**config.mk**
```make
export PLATFORM = sky130hd
export DESIGN_NAME = pc_unit
export DESIGN_NICKNAME = d
export VERILOG_FILES = /design/src/rtl/pc_unit.sv
export SDC_FILE = /design/constraint.sdc
export NUM_CORES = 1
export LEC_CHECK = 0
export ABC_AREA = 1
export CORE_ASPECT_RATIO = 0.7
export CORE_MARGIN = 1.5
export CORE_UTILIZATION = 64
export CTS_CLUSTER_SIZE = 10
export DETAILED_ROUTE_END_ITERATION = 8
export DONT_BUFFER_PORTS = 1
export PLACE_DENSITY = 0.88
export SLEW_MARGIN = 15
export SYNTH_ARGS = -nofsm -noshare
export SYNTH_HDL_FRONTEND = slang
export SYNTH_SLANG_ARGS = --single-unit
```
**constraint.sdc**
```tcl
create_clock -name clk -period 3.18 [get_ports clk]
set_input_delay 0.477 -clock clk [delete_from_list [all_inputs] [get_ports clk]]
set_output_delay 0.477 -clock clk [all_outputs]
set_load 0.005 [all_outputs]
```
**src/rtl/pc_unit.sv**
```systemverilog
// Program counter with reset vector, stall, branch/jump redirect and return-address stack.
// Define PC_ALIGN_CHECK_EN to force-align redirect targets and add the sticky misalign output.
module pc_unit #(
  parameter int unsigned PC_WIDTH     = 32,
  parameter logic [31:0] RESET_VECTOR = 32'h0000_0000,
  parameter int unsigned INC          = 4,
  parameter int unsigned RAS_DEPTH    = 4
) (
  input  logic                clk,
  input  logic                reset,
  input  logic                stall,
  input  logic                branch_taken,
  input  logic [PC_WIDTH-1:0] branch_target,
  input  logic                jump,
  input  logic                call,
  input  logic                ret,
  input  logic [PC_WIDTH-1:0] jump_target,
  output logic [PC_WIDTH-1:0] ppc,
  output logic                ras_empty,
  output logic                ras_full,
  output logic                ras_err
`ifdef PC_ALIGN_CHECK_EN
  ,
  output logic                misalign
`endif
);

  localparam int unsigned PW = $clog2(RAS_DEPTH);
  localparam int unsigned CW = PW + 1;
  localparam logic [PC_WIDTH-1:0] INC_W  = PC_WIDTH'(INC);
  localparam logic [PC_WIDTH-1:0] RST_PC = PC_WIDTH'(RESET_VECTOR);
  localparam logic [CW-1:0] FULL_CNT = CW'(RAS_DEPTH);
`ifdef PC_ALIGN_CHECK_EN
  localparam int unsigned AB = $clog2(INC);
  localparam logic [PC_WIDTH-1:0] AMASK =
    ~((PC_WIDTH'(1) << AB) - PC_WIDTH'(1));
`endif

  logic [PC_WIDTH-1:0] pc_q, pc_d;
  logic [PW-1:0]       sp_q, sp_d;
  logic [CW-1:0]       cnt_q, cnt_d;
  logic                err_q, err_d;
  logic [PC_WIDTH-1:0] ras_q [RAS_DEPTH];
  logic [PC_WIDTH-1:0] pc_inc;
  logic [PC_WIDTH-1:0] top;
  logic [PC_WIDTH-1:0] rd_tgt;
  logic                rd_en;
  logic                push;
`ifdef PC_ALIGN_CHECK_EN
  logic                mis_q, mis_d;
`endif

  // sp_q points at the next free slot; a push when full overwrites the oldest
  always_comb begin
    pc_inc = pc_q + INC_W;
    top    = ras_q[sp_q - PW'(1)];
    pc_d   = pc_q;
    sp_d   = sp_q;
    cnt_d  = cnt_q;
    err_d  = err_q;
    push   = 1'b0;
    rd_en  = 1'b0;
    rd_tgt = pc_inc;
    if (!stall) begin
      if (ret) begin
        if (cnt_q != '0) begin
          rd_en  = 1'b1;
          rd_tgt = top;
          sp_d   = sp_q - PW'(1);
          cnt_d  = cnt_q - CW'(1);
        end else begin
          err_d = 1'b1;
        end
      end else if (jump) begin
        rd_en  = 1'b1;
        rd_tgt = jump_target;
        if (call) begin
          push = 1'b1;
          sp_d = sp_q + PW'(1);
          if (cnt_q == FULL_CNT) err_d = 1'b1;
          else cnt_d = cnt_q + CW'(1);
        end
      end else if (branch_taken) begin
        rd_en  = 1'b1;
        rd_tgt = branch_target;
      end
`ifdef PC_ALIGN_CHECK_EN
      pc_d = rd_en ? (rd_tgt & AMASK) : pc_inc;
`else
      pc_d = rd_en ? rd_tgt : pc_inc;
`endif
    end
  end

`ifdef PC_ALIGN_CHECK_EN
  always_comb begin
    mis_d = mis_q;
    if (rd_en && ((rd_tgt & ~AMASK) != '0)) mis_d = 1'b1;
  end
`endif

  always_ff @(posedge clk) begin
    if (!reset) begin
      pc_q  <= RST_PC;
      sp_q  <= '0;
      cnt_q <= '0;
      err_q <= 1'b0;
`ifdef PC_ALIGN_CHECK_EN
      mis_q <= 1'b0;
`endif
    end else begin
      pc_q  <= pc_d;
      sp_q  <= sp_d;
      cnt_q <= cnt_d;
      err_q <= err_d;
`ifdef PC_ALIGN_CHECK_EN
      mis_q <= mis_d;
`endif
    end
  end

  always_ff @(posedge clk) begin
    if (reset && push) ras_q[sp_q] <= pc_inc;
  end

  assign ppc       = pc_q;
  assign ras_empty = (cnt_q == '0);
  assign ras_full  = (cnt_q == FULL_CNT);
  assign ras_err   = err_q;
`ifdef PC_ALIGN_CHECK_EN
  assign misalign  = mis_q;
`endif

endmodule

```
Yosys cells after proc, flatten, opt, wreduce, memory -nomap -nowiden
Memories as Yosys holds them, arrays and structs flattened.
Index checks and enable logic that the tools add are counted.
{"block": "word_totals", "out_inout_bits": 35, "ram_bits": 128, "mem_bits_ro": 0, "latch_bits": 0, "reg_bits": 38, "inputBits": 71, "mem_count": 1, "elab_cells": 54}
{"name": "ras_q", "words": 4, "word_bits": 32, "read_ports": 1, "rd_ports_with_merged_regs": 0, "wr": 1, "line_no": "43", "source": "logic [PC_WIDTH-1:0] ras_q [RAS_DEPTH];"}
{"block": "op_classes", "mux": 30, "n_reduce_logical": 9, "n_lt_le_gt_ge": 0, "n_div": 0, "shift": 0, "bitwise_logic": 1, "eq_ne": 4, "n_mul": 0, "addsub": 5}
{"cell": "$mux W32", "n": 5}
{"cell": "$add A32 B3 Y32 const B", "n": 1}
{"cell": "$mux W1", "n": 16}
{"cell": "$mux W3", "n": 5}
{"cell": "$reduce_and A5 Y1", "n": 2}
{"cell": "$mux W2", "n": 4}
{"cell": "$reduce_bool A2 Y1", "n": 3}
{"cell": "$ne A2 B2 Y1 const B", "n": 2}
{"cell": "$reduce_and A4 Y1", "n": 1}
{"cell": "$add A3 B1 Y3 const B", "n": 1}
{"cell": "$eq A3 B3 Y1 const B", "n": 1}
{"cell": "$logic_not A3 Y1", "n": 1}
{"cell": "$reduce_bool A3 Y1", "n": 1}
{"cell": "$sub A3 B1 Y3 const B", "n": 1}
{"cell": "$add A2 B1 Y2 const B", "n": 1}
{"cell": "$ne A2 B1 Y1 const B", "n": 1}
{"cell": "$sub A2 B1 Y2 const B", "n": 1}
{"cell": "$logic_and A1 B1 Y1", "n": 1}
{"cell": "$not A1 Y1", "n": 1}

Logic depth before layout (Yosys ltp)
{"block": "logic_depth", "depth_word": 7, "mapped_depth": 14, "mapped_depth_nobuf": 11}

Worst setup path before layout
OpenSTA, ideal clock, no wires.
{"block": "synth_timing", "kind": "flip-flop to flip-flop", "from": "register sp_q[0]", "to": "memory ras_q[0][0] (enable)", "arrival_ns": 2.425, "setup_time_ns": 0.421, "t_required_ns": 2.759, "n_path_buf": 2, "period_less_slack_ns": 2.847, "path_stages_with_launch": 7, "setup_slack_ns": 0.333, "path_cell_list": "dfxtp_1 > inv_2 > buf_2 > clkbuf_1 > ha_1 > inv_1 > nor2_1"}
{"element": "from (decl)", "line_no": "40", "source": "logic [PW-1:0] sp_q, sp_d;"}
{"element": "from (signal assigned)", "line_no": "113", "source": "sp_q <= sp_d;"}
{"element": "to (decl)", "line_no": "43"}
Straight into the memory's write port.

Final worst setup path
{"block": "layout_timing", "from": "register sp_q[1]", "to": "register pc_q[21], in the netlist ppc[21]"}
{"block": "layout_via", "elab_chain_cells": 5}
{"element": "$sub A2 B1 Y2", "line_no": "56", "source": "top = ras_q[sp_q - PW'(1)];"}
{"element": "$mem_v2 Z4 W32"}
{"element": "$mux W32", "line_no": "66", "source": "if (cnt_q != '0) begin"}
{"element": "$mux W32", "line_no": "65", "source": "if (ret) begin"}
{"element": "$mux W32", "line_no": "90", "source": "pc_d = rd_en ? rd_tgt : pc_inc;"}
{"element": "to (signal assigned)", "line_no": "112", "source": "pc_q <= pc_d;"}
{"element": "to (decl)", "line_no": "39", "source": "logic [PC_WIDTH-1:0] pc_q, pc_d;"}
Every way passes these cells.
A chain may end at the register's enable or synchronous reset.

==> impl_metrics.tcl <==
set metrics [dict create \
    outcome "completed" \
    clock-sinks 166 \
    ys_ff_latch 166 \
    comb_power_share_pct 12.4 \
    worstPathRequired_ns 3.53 \
    rsz0062_at_grt "false" \
    insertion_delay_ns 0.43 \
    fin_tns_setup_ns 0 \
    cts_tree "done" \
    cts-root-buf "clkbuf_16" \
    ir_drop_uv 408 \
    core_mm2 0.0119 \
    die_w_um 136 \
    dpl.hpwl_um 13900 \
    port_buffers 0 \
    first_pass_iters 6 \
    period_needed_ns 2.20 \
    num_io_pins 106 \
    grt_util_all_layers_pct 35.4 \
    synth-edff-count 128 \
    grt-ovfl-total 0 \
    synth_area_leaders "edfxtp_1 49%, dfxtp_1 9.6%, o21ai_0 6.6%" \
    gp_congestion 1.01 \
    place_inst 921 \
    finalHoldViolations 0 \
    worst_pin_slew_ns 1.27 \
    postCtsSetupBuffers 0 \
    yosys-top-cells-count "128 x edfxtp_1, 112 x nand2_1, 112 x nor2_1" \
    grt_pass1_wl_um 33600 \
    layout-drive-gt1-share_pct 11.7 \
    critical_path_class "reg2reg" \
    p_clk_share_pct 39.1 \
    power_frac_seq_pct 48.5 \
    drtAntennaViolNets 0 \
    synth_fp_nets 874 \
    vias_per_cell 6.60 \
    setup_violations 0 \
    path_clk_slew_ns 0.07 \
    power_leakage_nw 3.05 \
    critPathArrivalTime_ns 2.56 \
    async_flop_share_pct 0 \
    syn-instance-count 797 \
    synth-main-ff-cell "edfxtp_1" \
    critPathCaptureType "flop" \
    max_freq_mhz 454 \
    grt_start_max_net_pins 69 \
    routed_wl_um 22100 \
    die_h_um 95.9 \
    hold_buffers 0 \
    yosys_warnings 0 \
    dr.first_iter.drc_count 839 \
    dieArea_mm2 0.0130 \
    cts_buffer_depth 2 \
    p_sw_share_pct 27.8 \
    netlist_area_mm2 0.00788 \
    worst_hold_path_type "in2reg" \
    yosysMostFrequentCell "edfxtp_1" \
    nFillCells 793 \
    final_cells 954 \
    slew_headroom_pct 14.9 \
    max_cap_viol_count 0 \
    worst_slack_ns 0.978 \
    cts_inserted_buffers 17 \
    ys_types 46 \
    antenna_found_initial 1 \
    num_rows 33 \
    netSwitchingPower_w 0.00143 \
    avgRoutedWirePerCell_um 23.2 \
    avgSynthCellArea_um2 9.89 \
    drc_errors 0 \
    p_int_w 0.00373 \
    vias 6294 \
    ys_seq_area_share_pct 58.4 \
    nets 860 \
    worst-path-max-fanout 18 \
    cts_max_level 4 \
    power_density_mw_per_mm2 603 \
    synth_top_area_share_pct 48.8 \
    finClkSkew_ns 0.0133 \
    start_util_pct 66.5 \
    fin_crit_sh_pct 69.3 \
    grt_pass1_vias 6038 \
    synth_top_cell_by_area "edfxtp_1" \
    cts_resized 0 \
    slew_viol_final 0 \
    areaGrowthSynthToFinish_pct 8.63 \
    cp-start-kind "flop" \
    place_ws_ns 0.987 \
]
## power groups by stage
stage	Clock, W	Combinational, W	Sequential (W)
2_1_floorplan	0	0.000463	0.00251
6_report	0.00202	0.000640	0.00250
3_5_place_dp	0	0.000612	0.00254
3_3_place_gp	0	0.000577	0.00254
5_1_grt	0.00209	0.000700	0.00251
4_1_cts	0.00201	0.000624	0.00250
## cells by family after synthesis
family | synth area share, %
fa+ha+maj | 1.05
simple gates | 16.8
compound gates | 15.6
flops | 58.4
xor+xnor | 3.38
buf+inv | 4.79
## worst paths after layout
| kind | start | to | slack [ns] | cells after the start |
|---|---|---|---|---|
| worst max-delay path | sp_q[1]$_SDFFE_PN0P_ | ppc[21]$_SDFFE_PN0N_ | 0.98 | 10 |
| worst min-delay path | reset | ppc[3]$_SDFFE_PN0N_ | 0.16 | 2 |
| worst max register to register | sp_q[1]$_SDFFE_PN0P_ | ppc[21]$_SDFFE_PN0N_ | 0.98 | 10 |
| worst min register to register | ras_err$_SDFFE_PN0P_ | ras_err$_SDFFE_PN0P_ | 0.50 | 1 |
## layout make-up
cell class / count / area (µm²) / area share, %
antenna: 1 / 2.50 / 0.0292
clock buffer: 19 / 453 / 5.29
clock inverter: 13 / 119 / 1.39
inverter: 47 / 176 / 2.06
multi-input combinational: 538 / 2910 / 34.0
sequential: 166 / 4610 / 53.8
tap: 157 / 196 / 2.29
timing repair buffer: 13 / 97.6 / 1.14
## state kept, by name, summed over array words and instances (netlist names)
signal   flops
ras_err      1
ras_q      128
sp_q         2
cnt_q        3
ppc         32
## stage by stage
| step | hold WS [ns] | area, µm² | util [%] | power [W] |
|---|---|---|---|---|
| global route | 0.158 | 8560 | 72.3 | 0.00530 |
| global placement | 0.479 | 7990 | 67.4 | 0.00312 |
| floorplan | 0.464 | 7880 | - | 0.00297 |
| CTS | 0.143 | 8560 | 72.3 | 0.00513 |
| detailed placement | 0.485 | 7990 | 67.4 | 0.00316 |
| finish | 0.156 | 8560 | 72.3 | 0.00516 |
## layer usage
layer / global-route usage, % / vias up / wire length (µm) / share of wire, %
met5: 0 / - / 0 / 0
met4: 17.6 / 0 / 718 / 3.2
met3: 10.9 / 66 / 3090 / 14
met2: 54.2 / 495 / 10100 / 45
met1: 46.5 / 2943 / 8260 / 37
li1: - / 2790 / - / -
## worst max-delay path, cell delays in order, from the launching register on
cell and delay [ns]:
dfxtp_1 0.38, inv_1 0.08, ha_1 0.29, inv_1 0.37, buf_4 0.35, o21ai_0 0.12
o22ai_1 0.17, nand2_1 0.07, nand2_1 0.06, nor2_1 0.06, a21oi_1 0.16
## cell usage in the layout, fill, tap and decap left out, types with 11 or more instances in the layout
master | synthesis | layout
nand3_1 | 27 | 27
xor2_1 | 15 | 15
clkbuf_16 | 0 | 17
buf_4 | 3 | 13
o21ai_0 | 104 | 104
a21oi_1 | 34 | 34
edfxtp_1 | 128 | 128
dfxtp_1 | 38 | 37
nor2_2 | 6 | 11
nor2_1 | 112 | 107
nand2_1 | 112 | 112
o22ai_1 | 26 | 26
inv_1 | 36 | 36
(Power assumes the default switching activity.)
